--- config.mk ---
export PLATFORM = sky130hd
export DESIGN_NAME = iq_settle_detect_flat
export DESIGN_NICKNAME = d
export VERILOG_FILES = /design/src/rtl/iq_settle_detect_if.sv /design/src/rtl/iq_settle_detect.sv /design/src/flat_wrapper.sv
export SDC_FILE = /design/constraint.sdc
export NUM_CORES = 1
export LEC_CHECK = 0
export ABC_AREA = 1
export CELL_PAD_IN_SITES_DETAIL_PLACEMENT = 2
export CELL_PAD_IN_SITES_GLOBAL_PLACEMENT = 2
export CORE_UTILIZATION = 35
export CTS_BUF_LIST = sky130_fd_sc_hd__clkbuf_4 sky130_fd_sc_hd__clkbuf_8
export CTS_CLUSTER_SIZE = 24
export DETAILED_ROUTE_END_ITERATION = 10
export GPL_ROUTABILITY_DRIVEN = 0
export HOLD_SLACK_MARGIN = 0.08
export PLACE_DENSITY_LB_ADDON = 0.1
export SYNTH_ARGS = -nofsm -noshare
export SYNTH_HDL_FRONTEND = slang
export SYNTH_SLANG_ARGS = --single-unit
export TNS_END_PERCENT = 5
--- constraint.sdc ---
create_clock -name clk -period 12.9 [get_ports clk]
set_input_delay 1.935 -clock clk [delete_from_list [all_inputs] [get_ports clk]]
set_output_delay 1.935 -clock clk [all_outputs]
set_load 0.01 [all_outputs]
--- src/rtl/iq_settle_detect_if.sv ---
// rtl/iq_settle_detect_if.sv - weight sample bus from the IQ compensator into the settle detector
interface iq_settle_detect_if #(
  parameter int W_WIDTH = 13
);
  logic                      enable;
  logic                      sample_valid;
  logic signed [W_WIDTH-1:0] Wr;
  logic signed [W_WIDTH-1:0] Wj;

  modport master (output enable, sample_valid, Wr, Wj);
  modport slave  (input  enable, sample_valid, Wr, Wj);
endinterface

--- src/rtl/iq_settle_detect.sv ---
// rtl/iq_settle_detect.sv - windowed convergence detector that freezes the IQ compensator weights
module iq_settle_detect #(
  parameter int W_WIDTH         = 13,
  parameter int WIN_LOG2        = 6,
  parameter int TOL             = 16,
  parameter int HOLD_WINDOWS    = 4,
  parameter int TIMEOUT_WINDOWS = 255
) (
  input  logic                      clk,
  input  logic                      RESET,
  iq_settle_detect_if.slave         s,
  output logic                      freeze_iqcomp,
  output logic                      settled,
  output logic                      timeout,
  output logic signed [W_WIDTH-1:0] Wr_lock,
  output logic signed [W_WIDTH-1:0] Wj_lock,
  output logic [1:0]                state_dbg
);

  typedef enum logic [1:0] {
    S_IDLE    = 2'd0,
    S_TRACK   = 2'd1,
    S_LOCKED  = 2'd2,
    S_TIMEOUT = 2'd3
  } state_t;

  localparam logic [W_WIDTH:0] TOL_V     = (W_WIDTH+1)'(TOL);
  localparam logic [3:0]       HOLD_V    = 4'(HOLD_WINDOWS);
  localparam logic [7:0]       TIMEOUT_V = 8'(TIMEOUT_WINDOWS);

  state_t                    state;
  logic [WIN_LOG2-1:0]       sample_cnt;
  logic [7:0]                win_cnt;
  logic [3:0]                stable_cnt;
  logic signed [W_WIDTH-1:0] min_r, max_r, min_j, max_j;

  logic                      first, win_end, win_stable;
  logic signed [W_WIDTH-1:0] nmin_r, nmax_r, nmin_j, nmax_j;
  logic [W_WIDTH:0]          span_r, span_j;
  logic [3:0]                stable_upd;
  logic [7:0]                win_upd;

  // Extremes including the current sample, so the window-ending sample counts
  always_comb begin
    first      = (sample_cnt == '0);
    win_end    = &sample_cnt;
    nmin_r     = (first || s.Wr < min_r) ? s.Wr : min_r;
    nmax_r     = (first || s.Wr > max_r) ? s.Wr : max_r;
    nmin_j     = (first || s.Wj < min_j) ? s.Wj : min_j;
    nmax_j     = (first || s.Wj > max_j) ? s.Wj : max_j;
    span_r     = {nmax_r[W_WIDTH-1], nmax_r} - {nmin_r[W_WIDTH-1], nmin_r};
    span_j     = {nmax_j[W_WIDTH-1], nmax_j} - {nmin_j[W_WIDTH-1], nmin_j};
    win_stable = (span_r <= TOL_V) && (span_j <= TOL_V);
    stable_upd = 4'd0;
    if (win_stable)
      stable_upd = (stable_cnt >= HOLD_V) ? HOLD_V : stable_cnt + 4'd1;
    win_upd    = win_cnt + 8'd1;
  end

  always_ff @(posedge clk) begin
    if (RESET) begin
      state         <= S_IDLE;
      sample_cnt    <= '0;
      win_cnt       <= '0;
      stable_cnt    <= '0;
      min_r         <= '0;
      max_r         <= '0;
      min_j         <= '0;
      max_j         <= '0;
      freeze_iqcomp <= 1'b0;
      settled       <= 1'b0;
      timeout       <= 1'b0;
      Wr_lock       <= '0;
      Wj_lock       <= '0;
    end else begin
      case (state)
        S_IDLE: begin
          freeze_iqcomp <= 1'b0;
          settled       <= 1'b0;
          timeout       <= 1'b0;
          if (s.enable) begin
            state      <= S_TRACK;
            sample_cnt <= '0;
            win_cnt    <= '0;
            stable_cnt <= '0;
          end
        end
        S_TRACK: begin
          if (!s.enable) begin
            state      <= S_IDLE;
            sample_cnt <= '0;
          end else if (s.sample_valid) begin
            min_r      <= nmin_r;
            max_r      <= nmax_r;
            min_j      <= nmin_j;
            max_j      <= nmax_j;
            sample_cnt <= sample_cnt + 1'b1;
            if (win_end) begin
              stable_cnt <= stable_upd;
              win_cnt    <= win_upd;
              // Lock is tested first so it wins over a coincident timeout
              if (stable_upd == HOLD_V) begin
                state         <= S_LOCKED;
                freeze_iqcomp <= 1'b1;
                settled       <= 1'b1;
                Wr_lock       <= s.Wr;
                Wj_lock       <= s.Wj;
              end else if (win_upd == TIMEOUT_V) begin
                state         <= S_TIMEOUT;
                freeze_iqcomp <= 1'b1;
                timeout       <= 1'b1;
                Wr_lock       <= s.Wr;
                Wj_lock       <= s.Wj;
              end
            end
          end
        end
        S_LOCKED, S_TIMEOUT: begin
          if (!s.enable) begin
            state         <= S_IDLE;
            freeze_iqcomp <= 1'b0;
            settled       <= 1'b0;
            timeout       <= 1'b0;
          end
        end
        default: state <= S_IDLE;
      endcase
    end
  end

  assign state_dbg = state;

endmodule

--- src/flat_wrapper.sv ---
// flat-port wrapper written by rule: the top's interface ports become plain ports
module iq_settle_detect_flat 
#(
  parameter int W_WIDTH         = 13,
  parameter int WIN_LOG2        = 6,
  parameter int TOL             = 16,
  parameter int HOLD_WINDOWS    = 4,
  parameter int TIMEOUT_WINDOWS = 255
)
  (clk, RESET, freeze_iqcomp, settled, timeout, Wr_lock, Wj_lock, state_dbg, s_enable, s_sample_valid, s_Wr, s_Wj);
  iq_settle_detect_if #(.W_WIDTH(W_WIDTH)) s_i ();
  input  logic clk;
  input  logic RESET;
  output logic freeze_iqcomp;
  output logic settled;
  output logic timeout;
  output logic signed [W_WIDTH-1:0] Wr_lock;
  output logic signed [W_WIDTH-1:0] Wj_lock;
  output logic [1:0] state_dbg;
  input wire logic [$bits(s_i.enable)-1:0] s_enable;
  input wire logic [$bits(s_i.sample_valid)-1:0] s_sample_valid;
  input wire logic [$bits(s_i.Wr)-1:0] s_Wr;
  input wire logic [$bits(s_i.Wj)-1:0] s_Wj;
  assign s_i.enable = s_enable;
  assign s_i.sample_valid = s_sample_valid;
  assign s_i.Wr = s_Wr;
  assign s_i.Wj = s_Wj;
  iq_settle_detect #(.W_WIDTH(W_WIDTH), .WIN_LOG2(WIN_LOG2), .TOL(TOL), .HOLD_WINDOWS(HOLD_WINDOWS), .TIMEOUT_WINDOWS(TIMEOUT_WINDOWS)) u_core (.clk(clk), .RESET(RESET), .s(s_i), .freeze_iqcomp(freeze_iqcomp), .settled(settled), .timeout(timeout), .Wr_lock(Wr_lock), .Wj_lock(Wj_lock), .state_dbg(state_dbg));
endmodule
[After elaboration in Yosys (flattened, before gate mapping)]
Index checks and enable logic that the tools add are counted.
W data, S select, Z words.
Cells by class
  $add $sub $neg: 5
  $mul: 0
  div/mod/pow operators: 0
  $lt $le $gt $ge: 7
  eq/ne operators: 17
  shift operators: 0
  mux-type cells: 49
  bitwise logic cells: 0
  reductions and logical operators: 19
Operator list (count)
  $mux W13: 8
  $mux W8: 4
  $le A14 B5 Y1 const B: 2
  $sub A13 B13 Y14: 2
  $gt A13 B13 Y1: 2
  $lt A13 B13 Y1: 2
  $mux W4: 6
  $reduce_and A5 Y1: 4
  $mux W6: 3
  $pmux W8 S2: 1
  $mux W1: 14
  $mux W2: 7
  $pmux W6 S2: 1
  $reduce_and A6 Y1: 2
  $ne A2 B2 Y1 const B: 5
  $reduce_and A10 Y1: 1
  $pmux W1 S3: 3
  $add A8 B1 Y8 const B: 1
  $eq A8 B8 Y1 const B: 1
  $pmux W4 S2: 1
  $add A6 B1 Y6 const B: 1
  $logic_not A6 Y1: 1
  $ne A2 B1 Y1 const B: 3
  $pmux W2 S3: 1
  15 further kinds: 21
Storage, ports and cells
  register bits: 101
  bits in latches: 0
  memory bits (writable): 0
  bits in read-only memories: 0
  output and inout port bits: 31
  logic and storage cells: 110
  memories kept: 0

[Logic depth before layout (Yosys ltp)]
Gate-level depths: netlist of the first run.
  depth in word-level cells: 13
  depth in mapped cells: 38
  depth with buffers taken out: 36

[Worst setup path before layout of the first run]
No wires, ideal clock.
  path kind: input to register
  from: input s_Wj[4]
  to: register u_core.Wj_lock[0]
  data arrival time: 5314 ps
  data required time: 12787 ps
  path slack: 7473 ps
  cell stages on the path: 30
  path buffers: 2
  cell sequence: ha_1 nand2_1 nor2_1 o21ai_0 o211ai_1 nand3_1 o2111ai_1 xnor2_1 nand2_1 clkbuf_1 nand2_1 o21ai_0 inv_1 ha_1 or2_1 nand3_1 nand3_1 nand2_1 nand3_1 nor2_1 nand3_1 nor2_2 nand2_2 nor2_2 nand2_2 nand2_2 nand2_4 buf_2 nor2_1 nor2_1
Between the ends
  longest elaborated chain between the ends: 10
  elaborated cells between the ends (all ways): 14
  those cells by class: 1 x add/sub; 3 x order compare; 1 x eq/ne; 4 x mux; 5 x reduce/logical
Ends and longest elaborated chain
  from (decl): RTL line flat_wrapper.sv:23  | input wire logic [$bits(s_i.Wj)-1:0] s_Wj;
  $gt A13 B13 Y1 or $lt A13 B13 Y1 (tied branches): RTL line iq_settle_detect.sv:50, iq_settle_detect.sv:49
  $logic_or A1 B1 Y1, on equally long branches: RTL line iq_settle_detect.sv:50, iq_settle_detect.sv:49
  $mux W13, on equally long branches: RTL line iq_settle_detect.sv:50, iq_settle_detect.sv:49
  $sub A13 B13 Y14 *: RTL line iq_settle_detect.sv:52  | span_j = {nmax_j[W_WIDTH-1], nmax_j} - {nmin_j[W_WIDTH-1], nmin_j};
  $le A14 B5 Y1 *: RTL line iq_settle_detect.sv:53  | win_stable = (span_r <= TOL_V) && (span_j <= TOL_V);
  $logic_and A1 B1 Y1 *: RTL line iq_settle_detect.sv:53
  $mux W4 *: RTL line iq_settle_detect.sv:55  | if (win_stable)
  $eq A4 B3 Y1 *: RTL line iq_settle_detect.sv:102  | if (stable_upd == HOLD_V) begin
  $reduce_bool A2 Y1 (no line)
  $reduce_and A10 Y1 (no line)
  to (signal assigned): RTL line iq_settle_detect.sv:107  | Wj_lock <= s.Wj;
  to (signal assigned): RTL line iq_settle_detect.sv:113  | Wj_lock <= s.Wj;
  to (decl): RTL line iq_settle_detect.sv:16  | output logic signed [W_WIDTH-1:0] Wj_lock,
Every way passes the cells marked *; elsewhere a longest branch is shown, timed or not.
A chain may end at the register's enable or synchronous reset.

[Worst setup path after layout of the first run]
  from: input s_Wr[4]
  to: register u_core.Wr_lock[6]
Between the ends
  longest elaborated chain between the ends: 10
  elaborated cells between the ends (all ways): 14
  those cells by class: 1 x add/sub; 3 x order compare; 1 x eq/ne; 4 x mux; 5 x reduce/logical
Ends and longest elaborated chain
  from (decl): RTL line flat_wrapper.sv:22  | input wire logic [$bits(s_i.Wr)-1:0] s_Wr;
  $gt A13 B13 Y1: RTL line iq_settle_detect.sv:48  | nmax_r = (first || s.Wr > max_r) ? s.Wr : max_r;
  $logic_or A1 B1 Y1: RTL line iq_settle_detect.sv:48
  $mux W13 *: RTL line iq_settle_detect.sv:48
  named net u_core.nmax_r[4]: RTL line iq_settle_detect.sv:38  | logic signed [W_WIDTH-1:0] nmin_r, nmax_r, nmin_j, nmax_j;
  $sub A13 B13 Y14 *: RTL line iq_settle_detect.sv:51  | span_r = {nmax_r[W_WIDTH-1], nmax_r} - {nmin_r[W_WIDTH-1], nmin_r};
  $le A14 B5 Y1 *: RTL line iq_settle_detect.sv:53
  $logic_and A1 B1 Y1 *: RTL line iq_settle_detect.sv:53
  $mux W4 *: RTL line iq_settle_detect.sv:55
  $eq A4 B3 Y1 *: RTL line iq_settle_detect.sv:102
  $reduce_bool A2 Y1 (no line)
  $reduce_and A10 Y1 (no line)
  to (signal assigned): RTL line iq_settle_detect.sv:106  | Wr_lock <= s.Wr;
  to (signal assigned): RTL line iq_settle_detect.sv:112  | Wr_lock <= s.Wr;
  to (decl): RTL line iq_settle_detect.sv:15  | output logic signed [W_WIDTH-1:0] Wr_lock,
Mark *: on every way through the listed nets, which the timed path passes. The rest lies on a longest branch.

==> impl_metrics.sql, run 1 <==
INSERT INTO impl_metrics (metric_group, metric, value, unit) VALUES
('detailed_routing', 'antenna_left', '0', ''),
('synthesis', 'synth_largest_area_cell', 'dfxtp_1', ''),
('synthesis', 'synthDistinctLibCells', '39', ''),
('clocking', 'clk_path_buf_depth', '2', ''),
('synthesis', 'synth-edff-count', '0', ''),
('die', 'fp.dieW', '149', 'um'),
('synthesis', 'ys_top_cells_by_count', 'nand2_1 (295), inv_1 (251), o21ai_0 (114)', ''),
('synthesis', 'synth_top_family_by_area', 'simple AND/OR/NAND/NOR gates', ''),
('synthesis', 'post_synth_and_or_nand_nor_area_fraction', '0.268', ''),
('power', 'p_switching', '0.634', 'mW'),
('placed_design', 'port_buffers', '60', ''),
('global_routing', 'grt_util_all_layers', '0.230', ''),
('synthesis', 'synth_sequential_area_ratio', '0.266', ''),
('synthesis', 'syn-instance-count', '1225', ''),
('global_routing', 'globalRouteOverflowTotal', '0', ''),
('global_routing', 'initial_antenna_violation_count', '0', ''),
('power', 'clk_network_pwr_share', '0.169', ''),
('worst_hold_path', 'hold_path_class', 'reg2reg', ''),
('final_layout', 'flow.area_growth_from_synthesis', '13.2', '%'),
('critical_path', 'critical_path.reg2reg.endpoint', 'u_core.Wr_lock[6]', ''),
('sta', 'finalHoldViolCount', '0', ''),
('clocking', 'worst_skew_pair.late_latency', '0.40', 'ns'),
('final_layout', 'final_design_instance_area_without_fill', '8600', 'um^2'),
('power', 'power_frac_comb', '0.554', ''),
('placed_design', 'dpl.hpwl', '19.3', 'mm'),
('sta', 'clock_skew', '0.0165', 'ns'),
('detailed_routing', 'post-route-drc-count', '0', ''),
('critical_path', 'cp_data_arrival_time', '7.36', 'ns'),
('sta', 'post-route-period-util', '0.547', ''),
('sta', 'tightest_slew', '0.833', 'ns'),
('clocking', 'cts_htree_levels', '3', ''),
('sta', 'timing.setup.tns', '0', 'ns'),
('synthesis', 'post_synth_instance_area', '7600', 'um^2'),
('clocking', 'post_cts_resized', '0', ''),
('clocking', 'number_of_buffers_created_by_cts', '9', ''),
('critical_path', 'required_time_worst_endpoint', '13.21', 'ns'),
('die', 'core_area', '21200', 'um^2'),
('detailed_routing', 'vias_per_cell', '5.00', ''),
('synthesis', 'post_synth_xor_area_fraction', '0.0104', ''),
('power', 'power.leakage', '4.51', 'nW'),
('die', 'io-pin-count', '61', ''),
('sta', 'rel_slew_slack', '0.445', ''),
('synthesis', 'postSynthAreaPerCell', '6.20', 'um^2'),
('sta', 'layout_min_cycle_time', '7.05', 'ns'),
('synthesis', 'synthesized_area_fraction_occupied_by_ao_oa_aoi_and_oai_cells', '0.177', ''),
('clocking', 'postCtsSetupRepairBufs', '0', ''),
('synthesis', 'post_synth_mux_area_share', '0', ''),
('power', 'p_sw_frac', '0.492', ''),
('clocking', 'clk_pin_slew_worst_paths', '0.12', 'ns'),
('clocking', 'cts_hold_buffers', '0', ''),
('detailed_routing', 'wl', '24.4', 'mm'),
('synthesis', 'post_synth_main_area_contributors', 'dfxtp_1 (27%), nand2_1 (15%), ha_1 (13%)', ''),
('power', 'power.internal', '0.655', 'mW'),
('final_layout', 'layout_cells_sized_above_1', '0.0307', ''),
('synthesis', 'syn_nets', '1336', ''),
('critical_path', 'worstSetupEndpoint', 'u_core.Wr_lock[6]', ''),
('sta', 'grt_setup_unrepaired', 'false', ''),
('die', 'placementRows', '53', ''),
('detailed_routing', 'wl_per_cell', '15.8', 'um'),
('power', 'ir_drop', '0.0629', 'mV'),
('synthesis', 'post-synth-top-area-fraction', '0.266', ''),
('clocking', 'cts.root.buffer_cell', 'clkbuf_8', ''),
('critical_path', 'cp-start-kind', 'input port', ''),
('synthesis', 'synthesis.yosys.warnings', '0', ''),
('outcome', 'status', 'complete, no violations', ''),
('global_routing', 'grt_pass1_vias', '8154', ''),
('synthesis', 'post-synth-top-count-cell', 'nand2_1', ''),
('clocking', 'clock_sink_count', '101', ''),
('critical_path', 'crit_path_start', 's_Wr[4]', ''),
('critical_path', 'rrSetupSlack', '7.60', 'ns'),
('synthesis', 'synth_fa_ha_area_frac', '0.133', '');
==> critical path, cell delays in order <==
cell,delay [ns]
clkdlybuf4s50_1,0.54
ha_1,0.41
a21oi_1,0.16
o221ai_1,0.12
a21oi_1,0.17
nor2_1,0.05
o21ai_0,0.16
nand2_1,0.07
nand2_1,0.07
nand2_1,0.46
o21ai_0,0.59
ha_1,0.39
nand2_1,0.13
inv_1,0.06
a21oi_1,0.28
nand3b_1,0.12
nand2_1,0.12
nand3_1,0.07
nor2_1,0.13
nand3_1,0.09
nor2_2,0.15
nand2_2,0.08
nor2_2,0.12
nand2_2,0.09
nand2_2,0.08
nand2_4,0.28
nor2_1,0.28
nor2_1,0.07
==> layout by cell type, fill, tap and decap left out, types with 2 or more instances in the layout <==
| cell type | count |
|---|---|
| inv_1 | 251 |
| nand4_1 | 9 |
| nand2_1 | 295 |
| clkinv_4 | 2 |
| o31ai_1 | 3 |
| ha_1 | 81 |
| dfxtp_1 | 101 |
| buf_4 | 3 |
| o221ai_1 | 2 |
| nor3_1 | 10 |
| clkbuf_8 | 9 |
| and2_1 | 2 |
| o211ai_1 | 3 |
| a21oi_2 | 2 |
| inv_8 | 2 |
| a31o_2 | 2 |
| xnor2_1 | 3 |
| o21bai_1 | 4 |
| nor4_1 | 2 |
| nor2_1 | 113 |
| nand2_2 | 3 |
| nand3_2 | 2 |
| nand3b_1 | 7 |
| nand3_1 | 43 |
| a211oi_1 | 2 |
| xor2_1 | 6 |
| nor2_2 | 5 |
| or2_2 | 3 |
| a21o_1 | 6 |
| a21oi_1 | 108 |
| o2111ai_1 | 2 |
| o21ai_0 | 114 |
| clkdlybuf4s50_1 | 59 |
==> stage by stage <==
stage	worst slack, ns	utilization	power, mW	hold WS, ns	std cells
2_1_floorplan	7.47	-	0.869	0.436	1225
3_3_place_gp	5.51	0.397	1.05	0.440	1529
3_5_place_dp	5.43	0.397	1.09	0.448	1529
4_1_cts	5.80	0.407	1.31	0.466	1545
5_1_grt	5.33	0.407	1.43	0.477	1545
6_report	5.85	0.407	1.29	0.460	1545
==> flip-flops by register name (all words and copies together), names as in the netlist <==
register	count
u_core.Wr_lock	13
u_core.min_r	13
u_core.max_r	13
u_core.sample_cnt	6
u_core.settled	1
u_core.win_cnt	8
u_core.min_j	13
u_core.Wj_lock	13
u_core.state_dbg	2
u_core.stable_cnt	4
u_core.timeout	1
u_core.max_j	13
u_core.freeze_iqcomp	1
==> area by class of cell <==
type	count	area, um^2
Clock buffer	10	131
Tap cell	275	344
Clock inverter	6	65.1
Sequential cell	101	2020
Timing Repair Buffer	63	618
Inverter	252	946
Fill cell	2709	12600
Multi-Input combinational cell	838	4470
==> worst min-delay path by stage <==
stage | startpoint | end | cells after the start
after floorplan | u_core.stable_cnt[3] | u_core.stable_cnt[3] | 2
after global placement | u_core.timeout | u_core.timeout | 2
after detailed placement | u_core.timeout | u_core.timeout | 2
after CTS | u_core.timeout | u_core.timeout | 2
after global routing | u_core.settled | u_core.settled | 2
final | u_core.timeout | u_core.timeout | 2
==> logic make-up (layout without fill, tap and decap cells) <==
family,Yosys count,in the layout
DFF,101,101
and+or+nand+nor,496,496
AOI/OAI and AO/OA,252,252
adders and majority gates,81,81
buffers and inverters,286,331
xor gates and xnor gates,9,9
==> layer usage <==
| layer | GRT usage | vias to the layer above | share of wire |
|---|---|---|---|
| met5 | 0 | - | 0 |
| met4 | 0.0617 | 0 | 0.015 |
| met3 | 0.0269 | 23 | 0.017 |
| met2 | 0.428 | 55 | 0.51 |
| met1 | 0.277 | 3714 | 0.46 |
| li1 | - | 3932 | - |
==> power groups by stage <==
stage	Combinational (mW)	Clock (mW)	Sequential, mW
2_1_floorplan	0.506	0	0.363
3_3_place_gp	0.691	0	0.362
4_1_cts	0.729	0.228	0.357
6_report	0.714	0.217	0.357
3_5_place_dp	0.721	0	0.364
5_1_grt	0.827	0.240	0.360
(Power assumes the default switching activity.)
==> run 2, diff against run 1 <==
--- a/config.mk
+++ b/config.mk
@@ -8,7 +8,7 @@
 export ABC_AREA = 1
 export CELL_PAD_IN_SITES_DETAIL_PLACEMENT = 2
 export CELL_PAD_IN_SITES_GLOBAL_PLACEMENT = 2
-export CORE_UTILIZATION = 35
+export CORE_UTILIZATION = 33
 export CTS_BUF_LIST = sky130_fd_sc_hd__clkbuf_4 sky130_fd_sc_hd__clkbuf_8
 export CTS_CLUSTER_SIZE = 24
 export DETAILED_ROUTE_END_ITERATION = 10
==> constraint.sdc (replaced) <==
create_clock -name clk -period 7 [get_ports clk]
set_input_delay 1.05 -clock clk [delete_from_list [all_inputs] [get_ports clk]]
set_output_delay 1.05 -clock clk [all_outputs]
set_load 0.01 [all_outputs]
==> impl_metrics.sql, run 2 (synthesis results as in run 1) <==
INSERT INTO impl_metrics (metric_group, metric, value, unit) VALUES
('sta', 'timing.final.max_slew_violations', '0', ''),
('detailed_routing', 'vias', '7737', ''),
('detailed_routing', 'vias_per_cell', '4.95', ''),
('global_routing', 'globalRouteMet3Util', '0.0220', ''),
('sta', 'clock_skew', '0.0225', 'ns'),
('clocking', 'cts.root.buffer_cell', 'clkbuf_8', ''),
('sta', 'rel_slew_slack', '0.366', ''),
('die', 'placementRows', '55', ''),
('clocking', 'worst_skew_pair.late_latency', '0.40', 'ns'),
('critical_path', 'type_of_the_worst_setup_path', 'in2reg', ''),
('sta', 'setup_viol', '0', ''),
('sta', 'post-route-period-util', '0.835', ''),
('power', 'power.leakage', '4.55', 'nW'),
('sta', 'timing.setup.tns', '0', 'ns'),
('critical_path', 'cp_data_arrival_time', '6.18', 'ns'),
('critical_path', 'critical_path_peak_fanout', '52', ''),
('critical_path', 'cp-start-kind', 'input port', ''),
('detailed_routing', 'detailedRoute.firstIterationViolations', '185', ''),
('detailed_routing', 'post-route-drc-count', '0', ''),
('job', 'drv.max_cap_violation_count', '0', ''),
('sta', 'finalHoldViolCount', '0', ''),
('worst_hold_path', 'hp-start', 'u_core.settled', ''),
('final_layout', 'flow.area_growth_from_synthesis', '14.1', '%'),
('critical_path', 'worst_setup_path_end_kind', 'register', ''),
('clocking', 'post_cts_resized', '0', ''),
('global_routing', 'grt_pass1_vias', '8131', ''),
('power', 'power_density', '276', 'nW/um^2'),
('clocking', 'postCtsSetupRepairBufs', '0', ''),
('global_routing', 'initial_antenna_violation_count', '0', ''),
('critical_path', 'timing.critical_path.slowest_cell_delay', '0.61', 'ns'),
('power', 'ir_drop', '0.0988', 'mV'),
('sta', 'grt_setup_unrepaired', 'false', ''),
('detailed_routing', 'drt_pre_antenna_iters', '4', ''),
('detailed_routing', 'antenna_left', '0', ''),
('global_routing', 'maximum_number_of_pins_on_one_net_before_global_route_repair', '101', ''),
('clocking', 'cts_hold_buffers', '0', ''),
('placed_design', 'port_buffers', '60', ''),
('global_routing', 'grt_util_all_layers', '0.211', ''),
('clocking', 'cts_htree_levels', '3', ''),
('global_routing', 'top_usage_layer', 'met2', ''),
('sta', 'layout_min_cycle_time', '5.84', 'ns'),
('detailed_routing', 'wl_per_cell', '15.6', 'um'),
('outcome', 'status', 'complete, no violations', ''),
('final_layout', 'mostFrequentLayoutCell', 'nand2_1', ''),
('critical_path', 'timing.rr.start', 'u_core.min_j[4]', ''),
('clocking', 'number_of_buffers_created_by_cts', '9', ''),
('die', 'floorplan.initialDensity', '0.336', ''),
('final_layout', 'layout.cells.most_common_list', 'nand2_1 (295), inv_1 (251), o21ai_0 (114)', ''),
('clocking', 'tritoncts_clock_tree', 'yes', ''),
('critical_path', 'crit_path_start', 's_Wj[3]', ''),
('global_routing', 'grt.met2_usage', '0.400', ''),
('power', 'totalPowerFinal', '2.39', 'mW'),
('die', 'chipHeight', '154', 'um'),
('clocking', 'clock_sink_count', '101', ''),
('die', 'die_outline_area', '23600', 'um^2'),
('die', 'fp.dieW', '154', 'um'),
('die', 'io-pin-count', '61', ''),
('clocking', 'clk_pin_slew_worst_paths', '0.12', 'ns'),
('critical_path', 'required_time_worst_endpoint', '7.33', 'ns'),
('final_layout', 'finish.net_count', '1384', ''),
('die', 'core_area', '22600', 'um^2'),
('sta', 'max_freq', '171', 'MHz'),
('critical_path', 'standard_cell_with_the_maximum_stage_delay_on_the_critical_path', 'clkdlybuf4s50_1', ''),
('detailed_routing', 'wl', '24.4', 'mm'),
('worst_hold_path', 'hold_path_class', 'reg2reg', ''),
('sta', 'tightest_slew', '0.950', 'ns'),
('global_routing', 'globalRouteOverflowTotal', '0', ''),
('final_layout', 'number_of_diodes', '0', ''),
('critical_path', 'critical_path.most_common_cell', 'nand2_1', ''),
('global_routing', 'grt_util_met1', '0.252', ''),
('global_routing', 'wire_length_of_the_first_global_routing_pass', '40.0', 'mm'),
('clocking', 'clk_path_buf_depth', '2', ''),
('final_layout', 'layout_cells_sized_above_1', '0.0368', ''),
('placed_design', 'dpl.hpwl', '19.1', 'mm');
run 2: cell count changes in the layout (fill, tap and decap cells not counted):
cell	delta
inv_6	+1
buf_4	+8
clkinv_4	-1
run 2: worst max-delay path, delay by kind of cell:
kind                       cells  cell delay [ns]
adders and majority gates      2             0.64
buffers and inverters          3             1.06
AOI/OAI and AO/OA              5             0.84
and+or+nand+nor               19             2.34
xor gates and xnor gates       1             0.19
run 2: per-stage QoR:
stage / cells / hold slack [ns] / util / instance area, um^2 / setup slack [ns]
2_1_floorplan: 1225 / 0.436 / - / 7600 / 2.46
3_5_place_dp: 1547 / 0.449 / 0.374 / 8480 / 0.656
4_1_cts: 1563 / 0.470 / 0.383 / 8670 / 1.06
6_report: 1563 / 0.461 / 0.383 / 8670 / 1.16
5_1_grt: 1563 / 0.485 / 0.383 / 8670 / 0.556
3_3_place_gp: 1547 / 0.440 / 0.374 / 8480 / 0.852
run 2: power breakdown:
part / internal (mW) / total, mW / leakage, nW / switching, mW
clock network: 0.145 / 0.403 / 0.101 / 0.258
logic: 0.437 / 1.33 / 3.63 / 0.897
registers: 0.633 / 0.656 / 0.818 / 0.0230
total: 1.22 / 2.39 / 4.55 / 1.18
run 2: per-layer routing:
metal,up-vias,share of wire,wire length (um)
met5,-,0,0
met4,0,0.014,351
met3,15,0.013,307
met2,41,0.51,12500
met1,3735,0.46,11200
li1,3946,-,-
run 2: area by class of cell:
cell class | instances | area [um^2]
fill | 2848 | 14000
multi-input combinational | 838 | 4470
sequential | 101 | 2020
inverter | 252 | 946
timing repair buffer | 71 | 678
tap | 285 | 357
clock buffer | 10 | 131
clock inverter | 6 | 65.1
run 2: path summary, 6_finish.rpt:
path	end	slack (ns)	cells after the start
max reg2reg	u_core.Wr_lock[4]	2.01	30
max	u_core.Wr_lock[4]	1.16	30
min	u_core.settled	0.46	2
min reg2reg	u_core.settled	0.46	2
==> run 3, diff against run 2 <==
--- a/config.mk
+++ b/config.mk
@@ -8,7 +8,7 @@
 export ABC_AREA = 1
 export CELL_PAD_IN_SITES_DETAIL_PLACEMENT = 2
 export CELL_PAD_IN_SITES_GLOBAL_PLACEMENT = 2
-export CORE_UTILIZATION = 33
+export CORE_UTILIZATION = 30
 export CTS_BUF_LIST = sky130_fd_sc_hd__clkbuf_4 sky130_fd_sc_hd__clkbuf_8
 export CTS_CLUSTER_SIZE = 24
 export DETAILED_ROUTE_END_ITERATION = 10
==> constraint.sdc (replaced) <==
create_clock -name clk -period 5 [get_ports clk]
set_input_delay 0.75 -clock clk [delete_from_list [all_inputs] [get_ports clk]]
set_output_delay 0.75 -clock clk [all_outputs]
set_load 0.01 [all_outputs]
==> impl_metrics.sql, run 3 (synthesis results as in run 1) <==
INSERT INTO impl_metrics (metric_group, metric, value, unit) VALUES
('outcome', 'status', 'complete, no violations', ''),
('global_routing', 'grt_pass1_vias', '8962', ''),
('die', 'core_area', '24600', 'um^2'),
('final_layout', 'final_cells', '1727', ''),
('final_layout', 'finish.net_count', '1509', ''),
('final_layout', 'layout_cells_sized_above_1', '0.177', ''),
('job', 'drv.max_cap_violation_count', '0', ''),
('sta', 'timing.setup.tns', '0', 'ns'),
('sta', 'max_freq', '210', 'MHz'),
('die', 'chipHeight', '161', 'um'),
('detailed_routing', 'vias_per_cell', '4.82', ''),
('power', 'totalPowerFinal', '4.12', 'mW'),
('sta', 'timing.hold.ws', '0.462', 'ns'),
('die', 'die_outline_area', '26000', 'um^2'),
('clocking', 'cts_hold_buffers', '0', ''),
('placed_design', 'port_buffers', '60', ''),
('detailed_routing', 'wl', '28.5', 'mm'),
('placed_design', 'detailed_place.area', '9430', 'um^2'),
('power', 'ir_drop', '0.150', 'mV'),
('critical_path', 'critical_path.most_common_cell', 'nand2_1', ''),
('clocking', 'tritoncts_clock_tree', 'yes', ''),
('sta', 'rel_slew_slack', '0.327', ''),
('final_layout', 'number_of_diodes', '0', ''),
('sta', 'setup_viol', '0', ''),
('clocking', 'cts.root.buffer_cell', 'clkbuf_8', ''),
('critical_path', 'critical_path_peak_fanout', '7', ''),
('global_routing', 'globalRouteOverflowTotal', '0', ''),
('global_routing', 'maximum_number_of_pins_on_one_net_before_global_route_repair', '101', ''),
('critical_path', 'cp-start-kind', 'input port', ''),
('detailed_routing', 'wl_per_cell', '16.5', 'um'),
('power', 'power_density', '404', 'nW/um^2'),
('detailed_routing', 'drt_pre_antenna_iters', '4', ''),
('global_routing', 'grt_util_all_layers', '0.215', ''),
('final_layout', 'flow.area_growth_from_synthesis', '34.4', '%'),
('sta', 'layout_min_cycle_time', '4.77', 'ns'),
('critical_path', 'worst_setup_path_end_kind', 'register', ''),
('detailed_routing', 'antenna_left', '0', ''),
('critical_path', 'type_of_the_worst_setup_path', 'in2reg', ''),
('power', 'power.leakage', '5.32', 'nW'),
('clocking', 'clk_pin_slew_worst_paths', '0.13', 'ns'),
('critical_path', 'timing.critical_path.slowest_cell_delay', '0.32', 'ns'),
('detailed_routing', 'detailedRoute.firstIterationViolations', '254', ''),
('final_layout', 'fillerInstances', '3049', ''),
('sta', 'post-route-period-util', '0.954', ''),
('die', 'fp.dieW', '161', 'um'),
('final_layout', 'layout.cells.most_common_list', 'nand2_1 (279), inv_1 (250), buf_4 (121)', ''),
('critical_path', 'rrSetupSlack', '0.46', 'ns'),
('detailed_routing', 'post-route-drc-count', '0', ''),
('clocking', 'clock_sink_count', '101', ''),
('sta', 'finalHoldViolCount', '0', ''),
('placed_design', 'dpl.hpwl', '21.3', 'mm'),
('final_layout', 'mostFrequentLayoutCell', 'nand2_1', ''),
('critical_path', 'required_time_worst_endpoint', '5.37', 'ns'),
('clocking', 'number_of_buffers_created_by_cts', '9', ''),
('critical_path', 'cp_data_arrival_time', '5.14', 'ns'),
('critical_path', 'standard_cell_with_the_maximum_stage_delay_on_the_critical_path', 'ha_4', ''),
('clocking', 'clk_path_buf_depth', '2', ''),
('global_routing', 'wire_length_of_the_first_global_routing_pass', '44.6', 'mm'),
('clocking', 'worst_skew_pair.late_latency', '0.42', 'ns'),
('final_layout', 'final_design_instance_area_without_fill', '10200', 'um^2'),
('placed_design', 'placed_cells', '1702', ''),
('sta', 'clock_skew', '0.0223', 'ns'),
('global_routing', 'initial_antenna_violation_count', '0', ''),
('sta', 'timing.final.max_slew_violations', '0', ''),
('die', 'floorplan.initialDensity', '0.309', ''),
('die', 'io-pin-count', '61', ''),
('sta', 'tightest_slew', '1.01', 'ns'),
('worst_hold_path', 'hold_path_class', 'reg2reg', ''),
('die', 'placementRows', '57', ''),
('detailed_routing', 'vias', '8328', ''),
('clocking', 'cts_htree_levels', '3', '');
==> run 3: repair_timing <==
item                                    in CTS  in global routing
pin swaps                                    0                 20
cloned                                       0                  8
resized for setup                           36                122
buffers inserted                             0                  1
endpoints found under the setup margin      31                 31
==> run 3: power by group <==
part	internal [mW]	switching, mW
Combinational	1.07	1.51
Clock	0.250	0.382
Sequential	0.886	0.0328
==> run 3: critical path, delay by kind of cell <==
family | cells | cell delay, ns
adders and majority gates | 2 | 0.62
and+or+nand+nor | 19 | 1.86
AOI/OAI and AO/OA | 3 | 0.58
xor gates and xnor gates | 1 | 0.16
buffers and inverters | 7 | 1.15
==> run 3: final cells by class <==
type	count	area, um^2	share of cell area
Sequential cell	101	2020	0.198
Clock inverter	7	100	0.00980
Inverter	252	946	0.0926
Timing Repair Buffer	196	1740	0.170
Multi-Input combinational cell	838	4870	0.477
Clock buffer	9	124	0.0121
Tap cell	324	405	0.0397
==> run 3: per-stage QoR <==
stage          worst slack [ns]   util
6_report                  0.231  0.415
3_5_place_dp             -0.623  0.383
2_1_floorplan             0.758      -
4_1_cts                 0.00494  0.394
5_1_grt                 -0.0289  0.415
3_3_place_gp             -0.519  0.383
==> run 3: per-layer routing <==
| layer | global-route usage | part of all wire | vias to the layer above |
|---|---|---|---|
| met2 | 0.417 | 0.53 | 63 |
| met4 | 0.0703 | 0.019 | 0 |
| li1 | - | - | 4205 |
| met5 | 0 | 0 | - |
| met1 | 0.245 | 0.44 | 4031 |
| met3 | 0.0164 | 0.013 | 29 |
==> run 3: path summary, 6_finish.rpt <==
path | cells past startpoint | start | endpoint
max reg2reg | 32 | u_core.min_r[8] | u_core.Wr_lock[9]
max | 32 | s_Wr[8] | u_core.Wr_lock[9]
min reg2reg | 2 | u_core.timeout | u_core.timeout
min | 2 | u_core.timeout | u_core.timeout
